**config.mk**
```make
export PLATFORM = sky130hd
export DESIGN_NAME = i2c_top
export DESIGN_NICKNAME = d
export VERILOG_FILES = /design/src/rtl/i2c_pkg.sv /design/src/rtl/i2c_slave.sv /design/src/rtl/i2c_top.sv
export SDC_FILE = /design/constraint.sdc
export NUM_CORES = 1
export LEC_CHECK = 0
export CAP_MARGIN = 10
export CORE_AREA = 2 2 325 327
export CTS_CLUSTER_DIAMETER = 200
export DETAILED_ROUTE_END_ITERATION = 12
export DIE_AREA = 0 0 327 329
export DONT_BUFFER_PORTS = 1
export PLACE_DENSITY_LB_ADDON = 0.05
export SYNTH_ARGS = -nofsm -noshare
export SYNTH_HDL_FRONTEND = slang
export SYNTH_SLANG_ARGS = --single-unit
```
**constraint.sdc**
```tcl
create_clock -name clk -period 5.29 [get_ports clk]
set_input_delay 0.2645 -clock clk [delete_from_list [all_inputs] [get_ports clk]]
set_output_delay 0.2645 -clock clk [all_outputs]
set_load 0.1 [all_outputs]
```
**src/rtl/i2c_pkg.sv**
```systemverilog
// Shared definitions for the I2C master/slave cluster: slave addresses,
// byte-array type and the master/slave state encodings.
package i2c_pkg;

    localparam logic [6:0] SLAVE1_ADDR = 7'd84;
    localparam logic [6:0] SLAVE2_ADDR = 7'd86;
    localparam logic [6:0] SLAVE3_ADDR = 7'd87;
    localparam logic [6:0] SLAVE4_ADDR = 7'd88;

    localparam int MAX_BYTES = 10;

    typedef logic [MAX_BYTES-1:0][7:0] byte_arr_t;

    typedef enum logic [3:0] {
        IDLE, START, ADDR, ADDR_ACK, WDATA, WACK, RDATA, MACK, STOP
    } mstate_t;

    typedef enum logic [2:0] {
        S_IDLE, S_ADDR, S_AACK, S_RX, S_WACK, S_TX, S_RACK, S_WAIT
    } sstate_t;

    // Requested byte count limited to the buffer depth.
    function automatic logic [3:0] clamp_count(input logic [9:0] n);
        return (n > 10'd10) ? 4'd10 : n[3:0];
    endfunction

endpackage

```
**src/rtl/i2c_slave.sv**
```systemverilog
// I2C slave at a fixed 7-bit address: stores written bytes, returns bytes
// from its read buffer, and resynchronises on every START/STOP.
module i2c_slave
    import i2c_pkg::*;
#(
    parameter logic [6:0] ADDR = SLAVE1_ADDR
) (
    input  logic      clk,
    input  logic      reset,
    input  logic      scl,
    input  logic      sda,
    input  byte_arr_t data_in,
    output byte_arr_t data_out,
    output logic      sda_drv
);

    sstate_t     state, state_nxt;
    logic        scl_q, sda_q;
    logic [3:0]  bit_cnt, byte_cnt;
    logic [7:0]  sh;
    logic        rise, fall, start_c, stop_c;
    logic [7:0]  tx_byte;

    assign rise    = scl & ~scl_q;
    assign fall    = ~scl & scl_q;
    assign start_c = scl & scl_q & sda_q & ~sda;
    assign stop_c  = scl & scl_q & ~sda_q & sda;
    assign tx_byte = (byte_cnt < 4'(MAX_BYTES)) ? data_in[byte_cnt] : 8'hFF;

    always_ff @(posedge clk or negedge reset) begin
        if (!reset) state <= S_IDLE;
        else        state <= state_nxt;
    end

    always_comb begin
        state_nxt = state;
        if (start_c) begin
            state_nxt = S_ADDR;
        end else if (stop_c) begin
            state_nxt = S_IDLE;
        end else begin
            case (state)
                S_ADDR:  if (fall && bit_cnt == 4'd8)
                             state_nxt = (sh[7:1] == ADDR) ? S_AACK : S_WAIT;
                S_AACK:  if (fall) state_nxt = sh[0] ? S_TX : S_RX;
                S_RX:    if (fall && bit_cnt == 4'd8) state_nxt = S_WACK;
                S_WACK:  if (fall) state_nxt = S_RX;
                S_TX:    if (fall && bit_cnt == 4'd8) state_nxt = S_RACK;
                S_RACK:  if (rise && sda) state_nxt = S_WAIT;
                         else if (fall && bit_cnt != 4'd0) state_nxt = S_TX;
                default: ;
            endcase
        end
    end

    always_comb begin
        sda_drv = 1'b1;
        case (state)
            S_AACK, S_WACK: sda_drv = 1'b0;
            S_TX:           sda_drv = sh[7];
            default:        ;
        endcase
    end

    // Bits are counted on SCL rise; SDA only moves on SCL fall so the
    // slave never creates a false START/STOP while SCL is high.
    always_ff @(posedge clk or negedge reset) begin
        if (!reset) begin
            scl_q    <= 1'b1;
            sda_q    <= 1'b1;
            bit_cnt  <= '0;
            byte_cnt <= '0;
            sh       <= '0;
            data_out <= '0;
        end else begin
            scl_q <= scl;
            sda_q <= sda;
            if (start_c) begin
                bit_cnt  <= '0;
                byte_cnt <= '0;
            end else begin
                case (state)
                    S_ADDR, S_RX: begin
                        if (rise) begin
                            sh      <= {sh[6:0], sda};
                            bit_cnt <= bit_cnt + 4'd1;
                            if (state == S_RX && bit_cnt == 4'd7 && byte_cnt < 4'(MAX_BYTES))
                                data_out[byte_cnt] <= {sh[6:0], sda};
                        end
                        if (fall && bit_cnt == 4'd8) begin
                            bit_cnt <= '0;
                            if (state == S_RX) byte_cnt <= byte_cnt + 4'd1;
                        end
                    end
                    S_AACK: if (fall) begin
                        bit_cnt <= '0;
                        if (sh[0]) sh <= tx_byte;
                    end
                    S_TX: begin
                        if (rise) bit_cnt <= bit_cnt + 4'd1;
                        if (fall) begin
                            if (bit_cnt == 4'd8) begin
                                bit_cnt  <= '0;
                                byte_cnt <= byte_cnt + 4'd1;
                            end else begin
                                sh <= {sh[6:0], 1'b0};
                            end
                        end
                    end
                    S_RACK: begin
                        if (rise) bit_cnt <= 4'd1;
                        if (fall && bit_cnt != 4'd0) begin
                            bit_cnt <= '0;
                            sh      <= tx_byte;
                        end
                    end
                    default: ;
                endcase
            end
        end
    end

endmodule

```
**src/rtl/i2c_top.sv**
```systemverilog
// I2C master plus four fixed-address slaves on an internal wired-AND bus.
// SCL is generated from a phase counter; SDA moves mid-low, sampled mid-high.
module i2c_top
    import i2c_pkg::*;
#(
    parameter int SCL_DIV = 8
) (
    input  logic       clk,
    input  logic       reset,
    input  logic       en,
    input  logic       read_write,
    input  logic [9:0] no_of_bytes,
    input  byte_arr_t  data_in,
    input  logic [6:0] slave_addr,
    input  byte_arr_t  data_in_1,
    input  byte_arr_t  data_in_2,
    input  byte_arr_t  data_in_3,
    input  byte_arr_t  data_in_4,
    output byte_arr_t  data_out,
    output byte_arr_t  data_out_1,
    output byte_arr_t  data_out_2,
    output byte_arr_t  data_out_3,
    output byte_arr_t  data_out_4,
    output logic       busy,
    output logic       ack_error
);

    localparam int HALF = SCL_DIV / 2;
    localparam int QTR  = HALF / 2;
    localparam int CW   = $clog2(SCL_DIV);
    localparam logic [CW-1:0] MID_LOW  = CW'(QTR);
    localparam logic [CW-1:0] MID_HIGH = CW'(HALF + QTR);
    localparam logic [CW-1:0] HALF_C   = CW'(HALF);
    localparam logic [CW-1:0] LAST     = CW'(SCL_DIV - 1);

    mstate_t    state, state_nxt;
    logic [CW-1:0] cnt;
    logic [2:0] bit_idx;
    logic [3:0] byte_idx, count;
    logic       rw, ack_bit, m_sda, m_scl;
    byte_arr_t  wbuf;
    logic [7:0] tx_sh, rx_sh;
    logic [3:0] s_sda;
    logic       sda, scl;
    logic       start_ok, bit_end, last_byte;

    assign sda       = m_sda & (&s_sda);
    assign scl       = m_scl;
    assign bit_end   = (cnt == LAST);
    assign last_byte = (byte_idx == count - 4'd1);
    assign start_ok  = en && !busy && (state == IDLE) && (no_of_bytes != '0);

    always_ff @(posedge clk or negedge reset) begin
        if (!reset) state <= IDLE;
        else        state <= state_nxt;
    end

    always_comb begin
        state_nxt = state;
        case (state)
            IDLE:     if (start_ok) state_nxt = START;
            START:    if (bit_end) state_nxt = ADDR;
            ADDR:     if (bit_end && bit_idx == 3'd7) state_nxt = ADDR_ACK;
            ADDR_ACK: if (bit_end) state_nxt = ack_bit ? STOP : (rw ? RDATA : WDATA);
            WDATA:    if (bit_end && bit_idx == 3'd7) state_nxt = WACK;
            WACK:     if (bit_end) state_nxt = (ack_bit || last_byte) ? STOP : WDATA;
            RDATA:    if (bit_end && bit_idx == 3'd7) state_nxt = MACK;
            MACK:     if (bit_end) state_nxt = last_byte ? STOP : RDATA;
            STOP:     if (bit_end) state_nxt = IDLE;
            default:  state_nxt = IDLE;
        endcase
    end

    always_comb begin
        m_scl = 1'b1;
        if (state != IDLE && state != START) m_scl = (cnt >= HALF_C);
    end

    always_ff @(posedge clk or negedge reset) begin
        if (!reset) begin
            cnt       <= '0;
            bit_idx   <= '0;
            byte_idx  <= '0;
            count     <= '0;
            rw        <= 1'b0;
            wbuf      <= '0;
            tx_sh     <= '0;
            rx_sh     <= '0;
            ack_bit   <= 1'b1;
            m_sda     <= 1'b1;
            busy      <= 1'b0;
            ack_error <= 1'b0;
            data_out  <= '0;
        end else if (start_ok) begin
            busy      <= 1'b1;
            ack_error <= 1'b0;
            count     <= clamp_count(no_of_bytes);
            rw        <= read_write;
            tx_sh     <= {slave_addr, read_write};
            wbuf      <= data_in;
            cnt       <= '0;
            bit_idx   <= '0;
            byte_idx  <= '0;
        end else if (state != IDLE) begin
            cnt <= bit_end ? '0 : cnt + 1'b1;
            if (cnt == MID_LOW) begin
                case (state)
                    ADDR, WDATA: m_sda <= tx_sh[7];
                    MACK:        m_sda <= last_byte;
                    STOP:        m_sda <= 1'b0;
                    default:     m_sda <= 1'b1;
                endcase
            end
            // START/STOP conditions are the only SDA moves made while SCL is high.
            if (cnt == MID_HIGH) begin
                ack_bit <= sda;
                rx_sh   <= {rx_sh[6:0], sda};
                if (state == START) m_sda <= 1'b0;
                if (state == STOP)  m_sda <= 1'b1;
                if (state == RDATA && bit_idx == 3'd7)
                    data_out[byte_idx] <= {rx_sh[6:0], sda};
            end
            if (bit_end) begin
                case (state)
                    ADDR, WDATA, RDATA: begin
                        bit_idx <= bit_idx + 3'd1;
                        tx_sh   <= {tx_sh[6:0], 1'b0};
                    end
                    ADDR_ACK: begin
                        if (ack_bit) ack_error <= 1'b1;
                        tx_sh <= wbuf[0];
                    end
                    WACK: begin
                        if (ack_bit) begin
                            ack_error <= 1'b1;
                        end else if (!last_byte) begin
                            byte_idx <= byte_idx + 4'd1;
                            tx_sh    <= wbuf[byte_idx + 4'd1];
                        end
                    end
                    MACK:    if (!last_byte) byte_idx <= byte_idx + 4'd1;
                    STOP:    busy <= 1'b0;
                    default: ;
                endcase
            end
        end
    end

    i2c_slave #(.ADDR(SLAVE1_ADDR)) u_slave1 (
        .clk(clk), .reset(reset), .scl(scl), .sda(sda),
        .data_in(data_in_1), .data_out(data_out_1), .sda_drv(s_sda[0])
    );
    i2c_slave #(.ADDR(SLAVE2_ADDR)) u_slave2 (
        .clk(clk), .reset(reset), .scl(scl), .sda(sda),
        .data_in(data_in_2), .data_out(data_out_2), .sda_drv(s_sda[1])
    );
    i2c_slave #(.ADDR(SLAVE3_ADDR)) u_slave3 (
        .clk(clk), .reset(reset), .scl(scl), .sda(sda),
        .data_in(data_in_3), .data_out(data_out_3), .sda_drv(s_sda[2])
    );
    i2c_slave #(.ADDR(SLAVE4_ADDR)) u_slave4 (
        .clk(clk), .reset(reset), .scl(scl), .sda(sda),
        .data_in(data_in_4), .data_out(data_out_4), .sda_drv(s_sda[3])
    );

endmodule

```
# Yosys cells after proc, flatten, opt, wreduce, memory -nomap -nowiden
# Index checks and enable logic that the tools add are counted.
dict set report totals {
  register_bits 596
  wordCells 585
}
dict set report op_classes {
  n_addsub 12
  n_lt_le_gt_ge 17
  n_eq_ne 133
  mux 209
  n_bitwise 14
  reduce_logical 106
}
# cell n
set ops {}
lappend ops {{$bwmux W80} 5}
lappend ops {{$mux W8} 43}
lappend ops {{$mux W4} 64}
lappend ops {{$bmux W8 S4} 5}
lappend ops {{$demux W8 S4} 5}
lappend ops {{$mux W3} 48}
lappend ops {{$pmux W8 S4} 4}
lappend ops {{$pmux W3 S6} 4}
lappend ops {{$pmux W4 S4} 4}
lappend ops {{$reduce_and A7 Y1} 8}
lappend ops {{$eq A3 B3 Y1 const B} 15}
lappend ops {{$ne A4 B3 Y1 const B} 11}
lappend ops {{$ne A2 B2 Y1 const B} 21}
lappend ops {{$pmux W4 S2} 5}
lappend ops {{$reduce_bool A4 Y1} 10}
lappend ops {{$add A4 B1 Y4 const B} 9}
lappend ops {{$pmux W4 S9} 1}
lappend ops {{$eq A4 B3 Y1 const B} 8}
lappend ops {{$reduce_and A4 Y1} 8}
lappend ops {{$reduce_and A8 Y1} 4}
lappend ops {{$reduce_bool A8 Y1} 4}
lappend ops {{$lt A4 B5 Y1 const B} 6}
lappend ops {{$eq A7 B7 Y1 const B} 4}
lappend ops {{$logic_and A1 B1 Y1} 28}
lappend ops {{41 further kinds} 167}

# Depth between registers and ports, before layout
# Gate-level depths: netlist of run 1.
dict set report logic_depth {
  word_depth 11
  ltp_mapped 10
  ltp_nobuf 8
}

# By module
# A second synthesis of run 1 with hierarchy kept.
dict set report unflattened {
  hier_cells 2504
  area_unflattened_um2 29759.8
}
# mod instances cells_each area_per_inst_um2 seq_area_each_um2
set by_module_without_submodules {}
lappend by_module_without_submodules {i2c_top 1 840 9155.0 4957.3}
lappend by_module_without_submodules {{i2c_slave (u_slave3)} 1 431 5181.2 2529.9}
lappend by_module_without_submodules {{i2c_slave (u_slave4)} 1 413 5168.7 2529.9}
lappend by_module_without_submodules {{i2c_slave (u_slave2)} 1 395 5131.2 2529.9}
lappend by_module_without_submodules {{i2c_slave (u_slave1)} 1 425 5123.7 2529.9}

# Least setup slack after synthesis of run 1
# OpenSTA, ideal clock, no wires.
dict set report synth_path {
  kind {flip-flop to flip-flop}
  from {reg byte_idx[0]}
  to {reg tx_sh[2]}
  setup_ns 0.138
  arrival_ns 2.798
  required_ns 5.152
  setup_slack_ns 2.354
  stages_incl_launch_ff 11
  n_path_buf 3
  cell_sequence {dfrtp_1 buf_2 clkbuf_1 inv_1 ha_1 clkbuf_1 mux4_2 nand3_1 o21ai_0 a2111oi_0 o31ai_1}
}
dict set report synth_between {
  elab_chain_cells 9
  word_cells_on_any_way 12
}
# item line
set synth_lines {}
lappend synth_lines {{start, declared} i2c_top.sv:39} ;# logic [3:0] byte_idx, count;
lappend synth_lines {{start signal, assigned} i2c_top.sv:137} ;# byte_idx <= byte_idx + 4'd1;
lappend synth_lines {{start signal, assigned} i2c_top.sv:141} ;# MACK: if (!last_byte) byte_idx <= byte_idx + 4'd1;
lappend synth_lines {{$add A4 B1 Y4} i2c_top.sv:138} ;# tx_sh <= wbuf[byte_idx + 4'd1];
lappend synth_lines {{$bmux W8 S4} i2c_top.sv:138}
lappend synth_lines {{$mux W8 (not written as such)} i2c_top.sv:138}
lappend synth_lines {{$mux W8} i2c_top.sv:136} ;# end else if (!last_byte) begin
lappend synth_lines {{$mux W8} i2c_top.sv:134} ;# if (ack_bit) begin
lappend synth_lines {{$pmux W8 S3} i2c_top.sv:124} ;# case (state)
lappend synth_lines {{$mux W8} i2c_top.sv:123} ;# if (bit_end) begin
lappend synth_lines {{$mux W8} i2c_top.sv:104} ;# end else if (state != IDLE) begin
lappend synth_lines {{$mux W8} i2c_top.sv:94} ;# end else if (start_ok) begin
lappend synth_lines {{end signal, assigned} i2c_top.sv:99} ;# tx_sh <= {slave_addr, read_write};
lappend synth_lines {{end signal, assigned} i2c_top.sv:127} ;# tx_sh <= {tx_sh[6:0], 1'b0};
lappend synth_lines {{end signal, assigned} i2c_top.sv:131} ;# tx_sh <= wbuf[0];
lappend synth_lines {{end, declared} i2c_top.sv:42} ;# logic [7:0] tx_sh, rx_sh;
# Parallel ways exist; a longest one is shown, timed or not. The select of a mux whose other input is x is not followed.
# A chain may end at the register's enable or synchronous reset.

# Worst setup path in the final report of run 1
dict set report layout_path {
  from {reg state[2]}
  to {reg tx_sh[6]}
}
dict set report layout_between {
  elab_chain_cells 6
  word_cells_on_any_way 20
}
# item line
set layout_lines {}
lappend layout_lines {{start, declared} i2c_top.sv:36} ;# mstate_t state, state_nxt;
lappend layout_lines {{start signal, assigned} i2c_top.sv:55} ;# else state <= state_nxt;
lappend layout_lines {{$eq A4 B3 Y1 or $eq A4 B2 Y1 (tied branches)} i2c_top.sv:124}
lappend layout_lines {{$reduce_or A3 Y1} i2c_top.sv:124}
lappend layout_lines {{$pmux W8 S3} i2c_top.sv:124}
lappend layout_lines {{$mux W8} i2c_top.sv:123}
lappend layout_lines {{$mux W8} i2c_top.sv:104}
lappend layout_lines {{$mux W8} i2c_top.sv:94}
# Parallel ways exist; a longest one is shown, timed or not. The select of a mux whose other input is x is not followed.

==> metrics.yaml, run 1 <==
outcome:
  status: "complete, but fails checks"
  failed_checks: "negative hold slack, max-slew violations"
timing:
  period_share_pct: 66.0
  rsz0062_at_grt: "false"
  setup_viol: 0
  tns_ns: 0
  max_freq_mhz: 286
  worstMarginPinSlew_ns: 3.08
  slew_viol_final: 416
  hold_ws_ns: -0.660
  finalHoldViolations: 465
  slew_headroom_pct: -106
  fin_worst_skew_ns: 0.0324
  min_period_ns: 3.49
power_and_ir_drop:
  power_density_nw_per_um2: 426
  p_leak_uw: 0.0153
  sequentialPowerShare_pct: 42.9
  p_int_uw: 9180
  vdd_drop_max_uv: 252
  power_frac_comb_pct: 20.9
  p_switching_uw: 5030
  switching_share_pct: 35.4
  clkPwrFrac_pct: 36.2
setup_path:
  crit_path_start_kind: "flip-flop"
  crit_family: "simple AND/OR/NAND/NOR gates"
  slowest_stage: "buf_4"
  path_cells: "or4_1 -> nor3b_2 -> o31a_2 -> buf_4 -> a221oi_1 -> o211a_1 -> o31ai_1"
  worstPathRequired_ns: 5.83
  slowest_delay_ns: 0.72
  crit_fanout: 89
  cp-end-kind: "flip-flop"
  worstSetupPathType: "flip-flop to flip-flop"
  path_buf_inv: 1
  cp.arrival_ns: 4.03
finish:
  fillers: 10600
  layout-drive-gt1-share_pct: 26.7
  nNetsFinal: 2912
  final_area_um2: 33400
  syn_to_final_growth_pct: 16.4
global_route:
  overflow: 0
  grt_pass1_wl_um: 149000
  grt_start_max_net_pins: 597
  grt_pass1_vias: 20700
  antenna_found_initial: 28
  grt_use_total_pct: 18.6
route:
  finalWirelength_um: 103000
  wl_per_cell_um: 26.4
  drt_iter0_markers: 1022
  vias_per_cell: 5.04
  drc_errors: 0
  firstDrtPassIters: 5
  antenna_left: 0
  vias: 19700
logic_synthesis:
  yosys_warnings: 0
  ys_seq_elements: 596
  syn_area_um2: 28700
  syn_avg_cell_area_um2: 11.8
  ys_seq_area_share_pct: 52.0
  synth_cell_type_count: 76
  synth_enable_flop_cells: 0
  synth-main-ff-cell: "dfrtp_1"
  synthArstFlopShare_pct: 100
  syn_inst: 2430
  syn_nets: 2885
placed_design:
  port_buffers: 0
  place_congestion: 0.877
  place_hpwl_um: 74100
  placed_area_um2: 29900
floorplanning:
  chipHeight_um: 329
  io_pins: 823
  rows: 119
  fp.dieW_um: 327
  core-area_um2: 104000
  design.die.area_um2: 108000
  start_util_pct: 27.5
clock_tree:
  cts_made_buffers: 75
  htree_levels: 3
  clock_sinks: 596
  clkTransAtPathRegs_ns: 0.06
  clock-root-buffer: "clkbuf_16"
  cts_tree: "built"
  clock_path_buffers: 3
  clk_latency_ns: 0.64
  cts_hold_buf: 95
hold_path:
  holdCritPathClass: "primary input to asynchronous set/reset pin"
job:
  cap_violations: 0
==> power groups by stage <==
stage               registers, µW  logic, µW  clock network [µW]
global placement             6190       2930                   0
finish                       6090       2970                5150
detailed placement           6200       2960                   0
global route                 6200       3340                5520
floorplan                    5400       2510                   0
CTS                          6120       3030                5360
==> sequential cells by signal, indices dropped and copies added (netlist names), 80 cells and up <==
register / cells
u_slave1.data_out: 80
u_slave3.data_out: 80
data_out: 80
u_slave2.data_out: 80
wbuf: 80
u_slave4.data_out: 80
==> area by class of cell <==
class	count	area, µm²	area share [%]
tap	1391	1740	5.21
sequential	596	14900	44.7
multi-input combinational	1633	13000	39.0
timing repair buffer	111	1070	3.21
inverter	40	151	0.453
clock inverter	20	215	0.644
antenna	10	25.0	0.0749
clock buffer	115	2250	6.74
==> per-layer routing <==
| layer | vias to the layer above | routed length, µm | GRT usage [%] |
|---|---|---|---|
| li1 | 8784 | - | - |
| met1 | 10100 | 40600 | 22.0 |
| met2 | 633 | 52400 | 32.5 |
| met3 | 150 | 7680 | 5.77 |
| met4 | 16 | 2580 | 5.49 |
| met5 | - | 94 | 0 |
==> per-stage QoR <==
step / cells / setup WS (ns) / util (%) / hold slack (ns) / power (µW)
3_5_place_dp: 3675 / 1.74 / 28.7 / -0.00664 / 9160
5_1_grt: 3910 / 1.49 / 32.0 / -0.722 / 15100
3_3_place_gp: 3675 / 1.84 / 28.7 / -0.000780 / 9120
6_report: 3916 / 1.80 / 32.0 / -0.660 / 14200
4_1_cts: 3905 / 1.76 / 32.0 / -0.721 / 14500
2_1_floorplan: 2430 / 2.35 / - / -0.0311 / 7920
==> cell families (layout without fill, tap and decap cells) <==
logic type | Yosys count | after routing | synth area share [%]
adders and majority gates | 35 | 35 | 1.52
buffers and inverters | 201 | 286 | 2.79
AOI/OAI and AO/OA | 338 | 338 | 7.51
xor gates and xnor gates | 26 | 26 | 0.846
other | 0 | 10 | 0
muxes | 545 | 545 | 24.3
DFF | 596 | 596 | 52.0
and+or+nand+nor | 689 | 689 | 11.0
==> path summary, 6_finish.rpt <==
check / startpoint / end / slack [ns] / depth (start not counted)
hold / removal: reset / u_slave4.data_out[45]$_DFFE_PN0P_ / -0.66 / 0
max in group asynchronous: reset / u_slave1.data_out[55]$_DFFE_PN0P_ / 3.53 / 0
hold reg to reg: wbuf[24]$_DFFE_PN0P_ / wbuf[24]$_DFFE_PN0P_ / 0.47 / 2
setup reg to reg: state[2]$_DFFE_PN0P_ / tx_sh[6]$_DFFE_PN0P_ / 1.80 / 7
min in group clk: data_in_4[65] / u_slave4.sh[1]$_DFFE_PN0P_ / 0.09 / 4
setup / recovery: state[2]$_DFFE_PN0P_ / tx_sh[6]$_DFFE_PN0P_ / 1.80 / 7
==> cell usage after synthesis (9+ instances only) <==
master       n  area share (%)
clkbuf_1   120             1.6
o21ai_0     82             1.4
nand2_2     16            0.35
o31ai_1     14            0.37
nor2_1     111             1.5
nand2_1    367             4.8
or3_1       12            0.26
mux2i_1     44             1.5
nor2b_1     31            0.68
mux2_2     415              16
a2111oi_0    9            0.27
a211oi_1    43             1.1
dfrtp_1    592              52
xnor2_1     13            0.40
xor2_1      12            0.37
nor3_1      33            0.58
inv_1       38            0.50
nand2b_1    10            0.22
buf_1        9            0.12
mux4_2      80             6.3
a21oi_1     92             1.6
buf_2       30            0.52
a31oi_1     22            0.48
nor3b_1     16            0.42
ha_1        34             1.5
nand3_1     25            0.44
and2_1      11            0.24
and3_1      11            0.24
==> layout by cell type, fill, tap and decap left out, drive strengths merged, types with 7 or more instances in the layout <==
master / netlist / layout
dfrtp: 592 / 592
mux2: 421 / 421
nand2: 383 / 383
clkbuf: 121 / 115
nor2: 111 / 111
dlygate4sd3: 0 / 95
a21oi: 93 / 93
o21ai: 83 / 83
mux4: 80 / 80
mux2i: 44 / 44
a211oi: 43 / 43
inv: 38 / 41
ha: 34 / 34
nor3: 33 / 33
nor2b: 31 / 31
nand3: 25 / 25
a31oi: 22 / 22
nor3b: 19 / 19
buf: 40 / 16
clkinv: 2 / 15
o31ai: 14 / 14
xnor2: 13 / 13
or3: 12 / 12
xor2: 12 / 12
and3: 11 / 11
and2: 11 / 11
diode: 0 / 10
nand2b: 10 / 10
a2111oi: 9 / 9
a22oi: 8 / 8
o22ai: 8 / 8
nand4: 8 / 8
nand3b: 7 / 7
o221a: 7 / 7
or4: 7 / 7
==> repair_timing <==
| action | in CTS | in global routing |
|---|---|---|
| buffers inserted | 0 | 0 |
| endpoints found under the hold margin | 695 | 596 |
| gates resized for setup | 0 | 0 |
No activity file was read; power rests on OpenSTA's default activity.
==> run 2: changes to the inputs <==
clock period = 3.5 ns   (was 5.29 ns; I/O delays follow)
==> run 2 against run 1 <==
  * The run still ends with negative hold slack, max-slew violations left
  * Hold slack worse by 0.10 ns
  * Critical endpoint is now u_slave2.data_out[32]$_DFFE_PN0P_
  * Sequential power is 47% higher
  * Die area stayed put
  * Routed wire length is 0.22% higher
  * Clock-buffer cell count is 11 lower
  * Design area is 1.3% higher
  * Clock power is 53% higher
  * Total power is 53% higher
  * Combinational power is 67% higher
  * Register-to-register slack worse by 1.5 ns
  * Global-route usage hardly changed
  * Non-clock buffer count is 47 higher
==> metrics.yaml, run 2 (synthesis gave the netlist of run 1 again) <==
setup_path:
  path_buf_inv: 1
  cp.arrival_ns: 3.70
  rr_worst_depth: 7
  crit_family: "simple AND/OR/NAND/NOR gates"
  slowest_stage: "nor3b_1"
  crit_path_start_kind: "flip-flop"
  cp-end-kind: "flip-flop"
  crit_cells: 7
  r2r-start: "state[1]$_DFFE_PN0P_"
  critPathLaunch: "state[1]$_DFFE_PN0P_"
  crit_fanout: 8
  worstSetupPathType: "flip-flop to flip-flop"
  worstPathRequired_ns: 4.02
  path_cells: "or3_1 -> a21oi_2 -> buf_4 -> nand3_1 -> nor3b_1 -> nand2_1 -> mux2_2"
  slowest_delay_ns: 0.63
route:
  drt_iter0_markers: 1088
  finalWirelength_um: 104000
  drc_errors: 0
  wl_per_cell_um: 26.1
  vias: 19900
  firstDrtPassIters: 5
  antenna_left: 0
  vias_per_cell: 5.02
clock_tree:
  cts_tree: "built"
  clock_sinks: 596
  clkTransAtPathRegs_ns: 0.06
  clk_latency_ns: 0.65
  htree_levels: 3
  cts_made_buffers: 75
  cts_hold_buf: 108
  clock-root-buffer: "clkbuf_16"
  clock_path_buffers: 3
  cts_setup_buffers: 0
floorplanning:
  rows: 119
  chipHeight_um: 329
  io_pins: 823
  fp.dieW_um: 327
  core-area_um2: 104000
  start_util_pct: 27.5
  design.die.area_um2: 108000
hold_path:
  holdCritPathClass: "primary input to asynchronous set/reset pin"
global_route:
  antenna_found_initial: 24
  grt_start_max_net_pins: 597
  grt_pass1_wl_um: 149000
  grt_use_total_pct: 18.7
  overflow: 0
  grt_pass1_vias: 20600
power_and_ir_drop:
  p_switching_uw: 7700
  p_int_uw: 14100
  power.total_uw: 21800
  power_frac_comb_pct: 22.8
  vdd_drop_max_uv: 335
  switching_share_pct: 35.3
  clkPwrFrac_pct: 36.0
  p_leak_uw: 0.0155
  power_density_nw_per_um2: 645
  sequentialPowerShare_pct: 41.2
timing:
  period_share_pct: 91.1
  max_freq_mhz: 314
  hold_ws_ns: -0.761
  worstMarginPinSlew_ns: 3.92
  slew_viol_final: 402
  setup_viol: 0
  fin_worst_skew_ns: 0.0339
  slew_headroom_pct: -161
  rsz0062_at_grt: "false"
  min_period_ns: 3.19
  tns_ns: 0
  finalHoldViolations: 408
placed_design:
  port_buffers: 0
  place_inst: 3710
  place_hpwl_um: 75500
  place_congestion: 0.862
job:
  cap_violations: 0
finish:
  layout_commonest_cell: "dfrtp_1"
  syn_to_final_growth_pct: 17.9
  layout-drive-gt1-share_pct: 27.7
  nNetsFinal: 2959
  fillers: 10600
  finalNonFillerCells: 3969
  layout_common_cells: "dfrtp_1, mux2_2, nand2_1, nor2_1, dlygate4sd3_1"
outcome:
  status: "complete, but fails checks"
  failed_checks: "negative hold slack, max-slew violations"
run 2: changes by cell type in the layout (fill, tap and decap cells not counted), moves of 2 or more:
cell           before  now
bufinv_16           3    5
diode_2            10   21
clkbuf_1           20   12
clkinv_2           11   13
clkbuf_8           18   16
buf_4              16   49
dlygate4sd3_1      95  108
run 2: path summary, 6_finish.rpt:
check | to | slack, ns
setup / recovery | u_slave2.data_out[32]$_DFFE_PN0P_ | 0.31
hold / removal | u_slave4.data_out[44]$_DFFE_PN0P_ | -0.76
setup reg to reg | u_slave2.data_out[32]$_DFFE_PN0P_ | 0.31
hold reg to reg | wbuf[41]$_DFFE_PN0P_ | 0.47
max in group asynchronous | u_slave1.data_out[50]$_DFFE_PN0P_ | 1.18
min in group clk | u_slave2.sh[5]$_DFFE_PN0P_ | 0.04
run 2: area by class of cell:
type | instances | area, µm² | share of cell area, %
Tap cell | 1391 | 1740 | 5.14
Sequential cell | 596 | 14900 | 44.1
Multi-Input combinational cell | 1633 | 13000 | 38.5
Timing Repair Buffer | 158 | 1470 | 4.34
Antenna cell | 21 | 52.6 | 0.155
Clock buffer | 104 | 2170 | 6.41
Inverter | 40 | 151 | 0.447
Clock inverter | 26 | 309 | 0.913
run 2: timing repair:
action | CTS | global route
hold endpoints to repair | 695 | 596
gates resized for setup | 0 | 0
setup endpoints to repair | 0 | 0
run 2: power by group through the flow:
| stage | logic, µW | clock network [µW] | registers (µW) |
|---|---|---|---|
| global route | 5560 | 8450 | 9130 |
| global placement | 4910 | 0 | 9150 |
| CTS | 5060 | 8160 | 9030 |
| detailed placement | 4940 | 0 | 9150 |
| floorplan | 3800 | 0 | 8160 |
| finish | 4970 | 7860 | 8980 |
run 2: worst register-to-register path, stage by stage, from the launching register on:
cell and delay, ns:
dfrtp_1 0.37, or3_1 0.43, a21oi_2 0.34, buf_4 0.23, nand3_1 0.16, nor3b_1 0.63, nand2_1 0.48, mux2_2 0.42
run 2: layer usage:
layer,vias to the layer above,share of wire (%),wire length (µm),track usage [%]
met1,10300,40,41000,22.3
li1,8882,-,-,-
met2,599,51,52600,32.5
met5,-,0.047,49,0
met4,8,2.0,2020,4.87
met3,126,7.6,7850,5.80
run 2: stage by stage:
stage / utilization [%] / worst slack [ns] / cell area (µm²)
3_5_place_dp: 29.0 / 0.259 / 30200
5_1_grt: 32.4 / 0.0925 / 33800
4_1_cts: 32.4 / 0.239 / 33800
2_1_floorplan: - / 0.564 / 28700
6_report: 32.4 / 0.311 / 33800
3_3_place_gp: 29.0 / 0.289 / 30200
